[config.mk]
export PLATFORM = sky130hd
export DESIGN_NAME = prf_wb_arbiter
export DESIGN_NICKNAME = d
export VERILOG_FILES = /design/src/rtl/core_types_pkg.sv /design/src/rtl/prf_wb_arbiter_bank_rr_arb.sv /design/src/rtl/prf_wb_arbiter.sv
export SDC_FILE = /design/constraint.sdc
export NUM_CORES = 1
export LEC_CHECK = 0
export BUFFER_PORTS_ARGS = -buffer_cell sky130_fd_sc_hd__buf_4
export CAP_MARGIN = 10
export CORE_ASPECT_RATIO = 0.75
export CORE_MARGIN = 3
export CORE_UTILIZATION = 46
export CTS_BUF_LIST = sky130_fd_sc_hd__clkbuf_4 sky130_fd_sc_hd__clkbuf_8
export CTS_CLUSTER_SIZE = 28
export DETAILED_ROUTE_END_ITERATION = 10
export PLACE_DENSITY = 0.72
export REMOVE_ABC_BUFFERS = 1
export SYNTH_ARGS = -nofsm -noshare
export SYNTH_HDL_FRONTEND = slang
export SYNTH_SLANG_ARGS = --single-unit
[constraint.sdc]
create_clock -name CLK -period 4.28 [get_ports CLK]
set_input_delay 0.214 -clock CLK [delete_from_list [all_inputs] [get_ports CLK]]
set_output_delay 0.214 -clock CLK [all_outputs]
set_load 0.03 [all_outputs]
[src/rtl/core_types_pkg.sv]
// Core-wide type and sizing definitions shared by the PRF writeback path.
// Bank of a PR is its low LOG_PRF_BANK_COUNT bits; the remaining bits select the row.
package core_types_pkg;

  localparam int PRF_BANK_COUNT     = 4;
  localparam int LOG_PRF_BANK_COUNT = 2;
  localparam int LOG_PR_COUNT       = 7;
  localparam int LOG_ROB_ENTRIES    = 6;
  localparam int WB_REQUESTERS      = 4;

  typedef struct packed {
    logic                       valid;
    logic [31:0]                data;
    logic [LOG_PR_COUNT-1:0]    PR;
    logic [LOG_ROB_ENTRIES-1:0] ROB_index;
  } wb_req_t;

  function automatic logic [LOG_PRF_BANK_COUNT-1:0] pr_bank(input logic [LOG_PR_COUNT-1:0] pr);
    return pr[LOG_PRF_BANK_COUNT-1:0];
  endfunction

endpackage

[src/rtl/prf_wb_arbiter_bank_rr_arb.sv]
// Round-robin arbiter for one PRF bank: grants the first requester at or after
// the pointer, wrapping, and moves the pointer just past the winner.
module wb_bank_rr_arb #(
  parameter int N     = 4,
  parameter int IDX_W = (N > 1) ? $clog2(N) : 1
) (
  input  logic             CLK,
  input  logic             nRST,
  input  logic [N-1:0]     req,
  output logic [N-1:0]     grant,
  output logic             grant_valid,
  output logic [IDX_W-1:0] grant_index
);

  logic [IDX_W-1:0] ptr;
  logic             hi_found;
  logic [IDX_W-1:0] hi_idx;
  logic [IDX_W-1:0] lo_idx;

  // Descending scan so the lowest index ends up selected: lo_idx is the wrap
  // candidate, hi_idx the lowest requester at or above the pointer.
  always_comb begin
    hi_found    = 1'b0;
    hi_idx      = '0;
    lo_idx      = '0;
    grant_valid = 1'b0;
    for (int i = N - 1; i >= 0; i--) begin
      if (req[i]) begin
        grant_valid = 1'b1;
        lo_idx      = IDX_W'(i);
        if (IDX_W'(i) >= ptr) begin
          hi_found = 1'b1;
          hi_idx   = IDX_W'(i);
        end
      end
    end
    grant_index = hi_found ? hi_idx : lo_idx;
    grant       = '0;
    if (grant_valid) grant[grant_index] = 1'b1;
  end

  always_ff @(posedge CLK or negedge nRST) begin
    if (!nRST) begin
      ptr <= '0;
    end else if (grant_valid) begin
      ptr <= (grant_index == IDX_W'(N - 1)) ? '0 : grant_index + 1'b1;
    end
  end

endmodule

[src/rtl/prf_wb_arbiter.sv]
// PRF-side writeback responder: per-bank round-robin arbitration of the
// writeback requesters, then one registered stage to bank write, forward and ROB completion.
module prf_wb_arbiter
  import core_types_pkg::*;
#(
  parameter int WB_REQUESTERS = core_types_pkg::WB_REQUESTERS
) (
  input  logic                                                          CLK,
  input  logic                                                          nRST,
  input  logic [WB_REQUESTERS-1:0]                                      WB_valid_by_req,
  input  logic [WB_REQUESTERS-1:0][31:0]                                WB_data_by_req,
  input  logic [WB_REQUESTERS-1:0][LOG_PR_COUNT-1:0]                    WB_PR_by_req,
  input  logic [WB_REQUESTERS-1:0][LOG_ROB_ENTRIES-1:0]                 WB_ROB_index_by_req,
  output logic [WB_REQUESTERS-1:0]                                      WB_ready_by_req,
  output logic [PRF_BANK_COUNT-1:0]                                     bank_write_en,
  output logic [PRF_BANK_COUNT-1:0][LOG_PR_COUNT-LOG_PRF_BANK_COUNT-1:0] bank_write_index,
  output logic [PRF_BANK_COUNT-1:0][31:0]                               bank_write_data,
  output logic [PRF_BANK_COUNT-1:0]                                     forward_valid_by_bank,
  output logic [PRF_BANK_COUNT-1:0][LOG_PR_COUNT-1:0]                   forward_PR_by_bank,
  output logic [PRF_BANK_COUNT-1:0][31:0]                               forward_data_by_bank,
  output logic [PRF_BANK_COUNT-1:0]                                     complete_valid_by_bank,
  output logic [PRF_BANK_COUNT-1:0][LOG_ROB_ENTRIES-1:0]                complete_ROB_index_by_bank
);

  localparam int N     = WB_REQUESTERS;
  localparam int B     = PRF_BANK_COUNT;
  localparam int IDX_W = (N > 1) ? $clog2(N) : 1;

  wb_req_t                               req [N];
  logic [B-1:0][N-1:0]                   bank_req;
  logic [B-1:0][N-1:0]                   bank_grant;
  logic [B-1:0]                          bank_grant_valid;
  logic [B-1:0][IDX_W-1:0]               bank_grant_index;
  logic [B-1:0][31:0]                    sel_data;
  logic [B-1:0][LOG_PR_COUNT-1:0]        sel_pr;
  logic [B-1:0][LOG_ROB_ENTRIES-1:0]     sel_rob;

  always_comb begin
    for (int i = 0; i < N; i++) begin
      req[i].valid     = WB_valid_by_req[i];
      req[i].data      = WB_data_by_req[i];
      req[i].PR        = WB_PR_by_req[i];
      req[i].ROB_index = WB_ROB_index_by_req[i];
    end
  end

  // Only valid and PR feed arbitration, so ready has no path from data or ROB index.
  // Requests are masked during reset so nothing is granted while nRST is low.
  always_comb begin
    bank_req = '0;
    for (int b = 0; b < B; b++) begin
      for (int i = 0; i < N; i++) begin
        bank_req[b][i] = nRST && req[i].valid &&
                         (pr_bank(req[i].PR) == LOG_PRF_BANK_COUNT'(b));
      end
    end
  end

  for (genvar b = 0; b < B; b++) begin : g_bank
    wb_bank_rr_arb #(
      .N     (N),
      .IDX_W (IDX_W)
    ) u_arb (
      .CLK         (CLK),
      .nRST        (nRST),
      .req         (bank_req[b]),
      .grant       (bank_grant[b]),
      .grant_valid (bank_grant_valid[b]),
      .grant_index (bank_grant_index[b])
    );
  end

  always_comb begin
    WB_ready_by_req = '0;
    for (int b = 0; b < B; b++) begin
      WB_ready_by_req = WB_ready_by_req | bank_grant[b];
    end
  end

  always_comb begin
    for (int b = 0; b < B; b++) begin
      sel_data[b] = req[bank_grant_index[b]].data;
      sel_pr[b]   = req[bank_grant_index[b]].PR;
      sel_rob[b]  = req[bank_grant_index[b]].ROB_index;
    end
  end

  // PR 0 is architecturally zero: it completes in the ROB but never writes or forwards.
  always_ff @(posedge CLK or negedge nRST) begin
    if (!nRST) begin
      bank_write_en              <= '0;
      bank_write_index           <= '0;
      bank_write_data            <= '0;
      forward_valid_by_bank      <= '0;
      forward_PR_by_bank         <= '0;
      forward_data_by_bank       <= '0;
      complete_valid_by_bank     <= '0;
      complete_ROB_index_by_bank <= '0;
    end else begin
      for (int b = 0; b < B; b++) begin
        bank_write_en[b]          <= bank_grant_valid[b] && (sel_pr[b] != '0);
        forward_valid_by_bank[b]  <= bank_grant_valid[b] && (sel_pr[b] != '0);
        complete_valid_by_bank[b] <= bank_grant_valid[b];
        if (bank_grant_valid[b]) begin
          bank_write_index[b]           <= sel_pr[b][LOG_PR_COUNT-1:LOG_PRF_BANK_COUNT];
          bank_write_data[b]            <= sel_data[b];
          forward_PR_by_bank[b]         <= sel_pr[b];
          forward_data_by_bank[b]       <= (sel_pr[b] != '0) ? sel_data[b] : '0;
          complete_ROB_index_by_bank[b] <= sel_rob[b];
        end
      end
    end
  end

endmodule

==> flow_summary_export.csv, run 1 <==
group,metric,value,unit
timing,fin_skew,21.8,ps
power,peakVddDrop,348,uV
logic_synthesis,yosysWarnings,0,
critical_path,path_cells,"dlygate4sd3_1 -> buf_8 -> nor4bb_1 -> a21o_1 -> o21a_4 -> clkinv_2 -> buf_4 -> nand2_1 -> nand3_1 -> dlygate4sd3_1 -> o21ai_0 -> dlygate4sd3_1 -> o21ai_0",
critical_path,critical_path_class,"input port to register",
route,ant_nets,0,
timing,rsz0062_at_grt,"false",
clock_network,clock-root-buffer,"clkbuf_8",
critical_path,crit_top_cell,"dlygate4sd3_1",
logic_synthesis,synth_top_area_cell,"dfrtp_1",
clock_network,cts_resized,0,
floorplan,rows,61,
timing,drv_slew,0,
floorplan,die_w,232,um
critical_path,critPathSlowestCell,"dlygate4sd3_1",
route,dr.first_iter.drc_count,1334,
critical_path,end_kind,"register",
global_routing,antenna_found_initial,1,
timing,setup-tns-final,0,ps
floorplan,die_h,175,um
route,drc,0,
floorplan,io-pin-count,530,
route,wl_per_cell,22.1,um
logic_synthesis,synth_top_area_share,46.1,%
layout,n_fill_cell,3174,
floorplan,start_util,47.1,%
critical_path,slowest_delay,580,ps
critical_path,crit_family,"buffers and inverters",
timing,maxSlewHeadroom,23.0,%
route,drt_first_pass_iters,7,
floorplan,die_area,0.0407,mm^2
timing,clock.fmax,0.252,GHz
critical_path,worst_ep_arrival_time,4410,ps
logic_synthesis,synth-seq-cells,324,
clock_network,cts_htree_levels,2,
global_routing,grt_max_degree,181,
layout,nets,2609,
global_routing,grtUsageMet2,51.0,%
outcome,status,"completed",
logic_synthesis,avgSynthCellArea,9.15,um^2
route,vias_per_cell,5.63,
critical_path,crit_path_start_kind,"input port",
global_routing,grt.busiest_layer,"met2",
critical_path,critical_path_buf_inv_count,6,
clock_network,path_clk_slew,70,ps
logic_synthesis,yosysUniqueCellTypes,54,
clock_network,cts_buffers,52,
logic_synthesis,synth_cells,1924,
layout,diodes,0,
critical_path,path_max_fanout,53,
clock_network,clockBufferDepth,3,
clock_network,worstSkewPairLatency,590,ps
place,dp_hpwl,44600,um
place,gp_congestion,0.830,
clock_network,cts_setup_buffers,0,
power,power_per_cell_area,517,mW/mm^2
floorplan,coreArea,0.0374,mm^2
global_routing,grtUsageTotal,31.1,%
logic_synthesis,synthArstFlopShare,100,%
run,maxCapViolations,0,
clock_network,cts_tree,"done",
timing,worst_slew_pin_slew,1160,ps
layout,areaGrowthSynthToFinish,32.5,%
timing,fin_crit_sh,92.7,%
logic_synthesis,yosysSeqAreaShare,46.1,%
timing,finalSetupViolCount,0,
logic_synthesis,yosysMostFrequentCell,"nand2_1",
layout,post_route_cells_drive_above_1_share,32.7,%
power,power,12100,uW
global_routing,grt_pass1_vias,16700,
global_routing,grt_pass1_wl,99100,um
global_routing,use_met1,39.0,%
logic_synthesis,synth_commonest_cells,"nand2_1, dfrtp_1, mux2i_1",
logic_synthesis,syn-cell-area,0.0176,mm^2
route,dr_total_vias,16600,
timing,post-route-min-period,3970,ps
route,wirelength,65000,um
global_routing,grt_overflow,0,
critical_path,worstPathRequired,4720,ps
timing,hold_viol,0,
place,io_buffers,529,
clock_network,holdBufCountCts,35,
clock_network,clock-sinks,324,
logic_synthesis,synthFlopType,"dfrtp_1",
global_routing,grt_util_met3,8.75,%
min_path,min_path_type,"input port to register",
logic_synthesis,synth_area_leaders,"dfrtp_1, nand2_1, mux2i_1",
power,p_leak,0.0126,uW
logic_synthesis,synth-edff-count,0,
==> state kept, by name, summed over array words and instances, names as in the netlist <==
| signal | cells |
|---|---|
| bank_write_data | 128 |
| bank_write_index | 20 |
| complete_ROB_index_by_bank | 24 |
| complete_valid_by_bank | 4 |
| forward_PR_by_bank | 8 |
| forward_data_by_bank | 128 |
| forward_valid_by_bank | 4 |
| g_bank.u_arb.ptr | 8 |
==> path summary, 6_finish.rpt <==
kind / from / end / slack (ps) / cells past startpoint
worst max-delay path: nRST / complete_ROB_index_by_bank[3]$_DFFE_PN0P_ / 310 / 13
worst min-delay path: WB_data_by_req[107] / forward_data_by_bank[107]$_DFFE_PN0P_ / 50 / 5
worst max register to register: g_bank[0].u_arb.ptr[1]$_DFFE_PN0P_ / complete_ROB_index_by_bank[3]$_DFFE_PN0P_ / 630 / 11
worst min register to register: forward_PR_by_bank[7]$_DFFE_PN0P_ / forward_PR_by_bank[7]$_DFFE_PN0P_ / 480 / 1
max in group asynchronous: nRST / bank_write_index[19]$_DFFE_PN0P_ / 1970 / 4
min in group asynchronous: nRST / g_bank[1].u_arb.ptr[1]$_DFFE_PN0P_ / 130 / 2
==> area by class of cell <==
cell class / instances / area (um^2) / area share (%)
clock buffers: 83 / 1070 / 4.58
clock inverters: 6 / 86.3 / 0.370
inverters: 22 / 83.8 / 0.359
multi-input cells: 1414 / 8740 / 37.5
flip-flops and latches: 324 / 8110 / 34.8
well taps: 504 / 631 / 2.70
repair buffers: 593 / 4610 / 19.8
==> power by group <==
part / total [uW] / internal, uW / switching (uW) / leakage, uW
registers: 4290 / 3780 / 513 / 0.00396
logic: 4790 / 1710 / 3080 / 0.00798
clock network: 2980 / 1690 / 1290 / 0.000612
total: 12100 / 7180 / 4880 / 0.0126
==> cell usage in the layout (no fill, tap or decap), drive strengths merged, types with 2 or more instances in the layout <==
cell,count
nand2,662
buf,558
dfrtp,324
mux2i,157
o21ai,132
mux2,99
clkbuf,83
o211ai,67
a21o,65
o22ai,47
nand3,38
dlygate4sd3,35
o31ai,33
inv,22
ha,16
a21oi,15
nor2,14
a22oi,9
nand4b,6
a31oi,5
nand4,4
clkinv,4
and2,4
and4b,3
nand2b,3
o211a,3
a32oi,3
o221ai,3
o21a,3
a211oi,3
and4bb,3
nand4bb,2
or3,2
or2,2
bufinv,2
nor4,2
==> worst min-delay path, delay by kind of cell <==
kind	cells	cell delay [ps]
AO/OA/AOI/OAI	1	110
buffers and inverters	1	100
multiplexers	1	60
AND/OR/NAND/NOR	2	130
==> per-stage QoR <==
| stage | area, um^2 | worst slack (ps) | instances | hold slack, ps | util (%) |
|---|---|---|---|---|---|
| 6_report | 23300 | 314 | 2946 | 48.0 | 62.4 |
| 5_1_grt | 23300 | 53.2 | 2946 | 23.6 | 62.4 |
| 4_1_cts | 23300 | 442 | 2946 | 0.510 | 62.4 |
| 3_5_place_dp | 21800 | 613 | 2822 | 153 | 58.3 |
| 3_3_place_gp | 21800 | 737 | 2822 | 152 | 58.3 |
| 2_1_floorplan | 16800 | -11000 | 1760 | -81.6 | - |
==> metal layers <==
metal,vias to the layer above,part of all wire [%]
li1,7562,-
met1,8098,40
met2,762,47
met3,166,9.1
met4,2,3.9
met5,-,0.020
==> cell families (layout without fill, tap and decap cells) <==
group,Yosys count,in the layout,share of synthesized area (%)
buffers and inverters,186,704,4.88
AOI/OAI and AO/OA,392,392,15.4
muxes,256,256,15.3
DFF,324,324,46.1
and+or+nand+nor,750,750,17.2
adders and majority gates,16,16,1.14
(Power assumes the default switching activity.)
==> run 2: changes to the inputs <==
GPL_TIMING_DRIVEN = 1   (was not set)
PLACE_DENSITY = 0.71   (was 0.72)
SYNTH_HIERARCHICAL = 1   (was not set)
==> run 2 against run 1 <==
Register-to-register slack gained 410 ps. Clock power fell by 4%. Via count fell by 17%. Combinational power increased by 15%. Non-clock buffer count down 16. Clock skew decreased by 2.1 ps. Maximum frequency rose by 8.7%. Critical path type is now input port to primary output. Critical endpoint is now WB_ready_by_req[1]. Largest power group unchanged.
==> flow_summary_export.csv, run 2 <==
group,metric,value,unit
layout,fin_area,0.0239,mm^2
logic_synthesis,synth_top_area_share,43.9,%
clock_network,clock-root-buffer,"clkbuf_8",
floorplan,die_area,0.0426,mm^2
logic_synthesis,synth_top_area_cell,"dfrtp_1",
route,wl_per_cell,28.8,um
global_routing,grt_pass1_wl,96900,um
timing,post-route-min-period,3650,ps
place,io_buffers,529,
clock_network,cts_htree_levels,2,
layout,post_route_cells_drive_above_1_share,65.3,%
clock_network,clockBufferDepth,3,
critical_path,worstPathRequired,4070,ps
floorplan,start_util,47.4,%
logic_synthesis,yosysUniqueCellTypes,33,
layout,layout_common_cells,"buf_4, dfrtp_1, mux2_2",
timing,clock.fmax,0.274,GHz
timing,maxSlewHeadroom,24.5,%
logic_synthesis,synth-seq-cells,324,
floorplan,die_w,237,um
timing,rsz0062_at_grt,"false",
route,vias_per_cell,6.09,
timing,worst_slew_pin_slew,1130,ps
min_path,min_path_type,"input port to register",
layout,areaGrowthSynthToFinish,29.3,%
place,dpl_cell_area,0.0227,mm^2
place,dp_hpwl,46900,um
logic_synthesis,synthFlopType,"dfrtp_1",
layout,fin_util,61.3,%
layout,top_regs,"bank_write_data: 128 flops, forward_data_by_bank: 128 flops, complete_ROB_index_by_bank: 24 flops",
timing,finalSetupViolCount,0,
layout,n_fill_cell,3077,
logic_synthesis,synth_cells,1207,
route,drc,0,
route,ant_nets,0,
critical_path,worst_ep_arrival_time,3440,ps
route,wirelength,65100,um
logic_synthesis,yosysMostFrequentCell,"dfrtp_1",
global_routing,antenna_found_initial,0,
timing,hold_viol,0,
logic_synthesis,yosysSeqAreaShare,43.9,%
critical_path,path_max_fanout,32,
route,dr.first_iter.drc_count,1100,
route,dr_total_vias,13800,
layout,nets,1918,
power,peakVddDrop,329,uV
floorplan,rows,62,
clock_network,cts_buffers,54,
logic_synthesis,syn-cell-area,0.0185,mm^2
outcome,status,"completed",
floorplan,io-pin-count,530,
critical_path,crit_path_start_kind,"input port",
layout,layout_commonest_cell,"buf_4",
power,p_leak,0.0101,uW
clock_network,cts_tree,"done",
critical_path,critical_path_class,"input port to primary output",
power,power_per_cell_area,538,mW/mm^2
critical_path,end_kind,"primary output",
clock_network,worstSkewPairLatency,610,ps
place,gp_congestion,0.855,
logic_synthesis,yosysWarnings,6,
global_routing,grtUsageTotal,30.3,%
timing,fin_skew,19.7,ps
timing,fin_crit_sh,85.3,%
logic_synthesis,synthArstFlopShare,100,%
clock_network,clock-sinks,324,
floorplan,coreArea,0.0389,mm^2
logic_synthesis,synth_commonest_cells,"dfrtp_1, mux2_2, mux4_2",
global_routing,grt_pass1_vias,14400,
route,drt_first_pass_iters,6,
global_routing,grt_max_degree,180,
floorplan,die_h,179,um
logic_synthesis,avgSynthCellArea,15.3,um^2
run,maxCapViolations,0,
clock_network,path_clk_slew,60,ps
layout,diodes,0,
logic_synthesis,synth-edff-count,0,
logic_synthesis,synth_area_leaders,"dfrtp_1, mux4_2, mux2_2",
global_routing,grt_overflow,0,
clock_network,cts_resized,0,
timing,drv_slew,0,
## run 2: cell count changes in the layout (fill, tap and decap cells not counted), sizes merged, moves of 33 or more
cell | before | now
o21ai | 132 | 11
mux2 | 99 | 185
nand2 | 662 | 5
o31ai | 33 | 0
a21o | 65 | 0
o22ai | 47 | 1
dlygate4sd3 | 35 | 1
a21oi | 15 | 137
mux4 | 0 | 180
nand3 | 38 | 4
o211ai | 67 | 0
## run 2: cell families (layout without fill, tap and decap cells)
family | count (synthesis) | count (layout) | share of synthesized area [%]
mux | 496 | 496 | 40.4
flops | 324 | 324 | 43.9
compound gates | 172 | 172 | 6.48
buf+inv | 133 | 678 | 4.64
simple gates | 66 | 66 | 3.44
fa+ha+maj | 16 | 16 | 1.08
## run 2: what timing repair did
| item | 4_1_cts | 5_1_grt |
|---|---|---|
| hold endpoints to repair | 253 | 0 |
| buffers inserted | 0 | 0 |
| hold buffers | 1 | 0 |
## run 2: worst max-delay path: stages
cell and delay [ps]:
buf_8 110, nand2_1 90, nor3b_1 640, nor3b_1 530, a21oi_1 170, o21a_4 290
buf_12 270, ha_1 230, and2b_2 180, or4_1 470, buf_4 190
## run 2: worst paths after layout
path / from / end / slack [ps] / depth (start not counted)
setup / recovery: nRST / WB_ready_by_req[1] / 630 / 11
hold / removal: WB_ROB_index_by_req[1] / complete_ROB_index_by_bank[1]$_DFFE_PN0P_ / 80 / 3
setup reg to reg: g_bank[2].u_arb/ptr[1]$_DFFE_PN0P_ / forward_data_by_bank[85]$_DFFE_PN0P_ / 1040 / 8
hold reg to reg: bank_write_data[126]$_DFFE_PN0P_ / bank_write_data[126]$_DFFE_PN0P_ / 510 / 1
max in group asynchronous: nRST / forward_data_by_bank[79]$_DFFE_PN0P_ / 1880 / 4
min in group asynchronous: nRST / g_bank[0].u_arb/ptr[0]$_DFFE_PN0P_ / 110 / 2
## run 2: final cells by class
class / instances / area, um^2 / share of cell area, %
multi-input combinational: 750 / 9560 / 40.1
timing repair buffer: 577 / 4400 / 18.5
inverter: 9 / 43.8 / 0.184
clock buffer: 86 / 1060 / 4.46
sequential: 324 / 8110 / 34.0
tap: 512 / 641 / 2.68
clock inverter: 6 / 38.8 / 0.163
## run 2: power breakdown
group	switching, uW	internal, uW
clock	1290	1560
sequential	598	3900
combinational	3310	2180
total	5190	7640
## run 2: through the flow
step / worst slack, ps / setup TNS [ps] / cells / hold WS (ps) / power [uW]
finish: 630 / 0 / 2264 / 76.3 / 12800
floorplan: -2690 / -403040 / 1083 / -81.6 / 7620
global placement: 676 / 0 / 2171 / 30.5 / 9950
global route: 364 / 0 / 2264 / 34.7 / 13400
CTS: 597 / 0 / 2264 / 8.90 / 12900
detailed placement: 508 / 0 / 2171 / 31.1 / 10000
## run 2: routing by layer
| layer | routed length, um | track usage (%) | vias to the layer above | share of wire [%] |
|---|---|---|---|---|
| met4 | 1750 | 8.68 | 0 | 2.7 |
| li1 | - | - | 5698 | - |
| met5 | 0 | 0 | - | 0 |
| met3 | 5590 | 7.64 | 94 | 8.6 |
| met2 | 31300 | 48.9 | 778 | 48 |
| met1 | 26500 | 40.9 | 7227 | 41 |
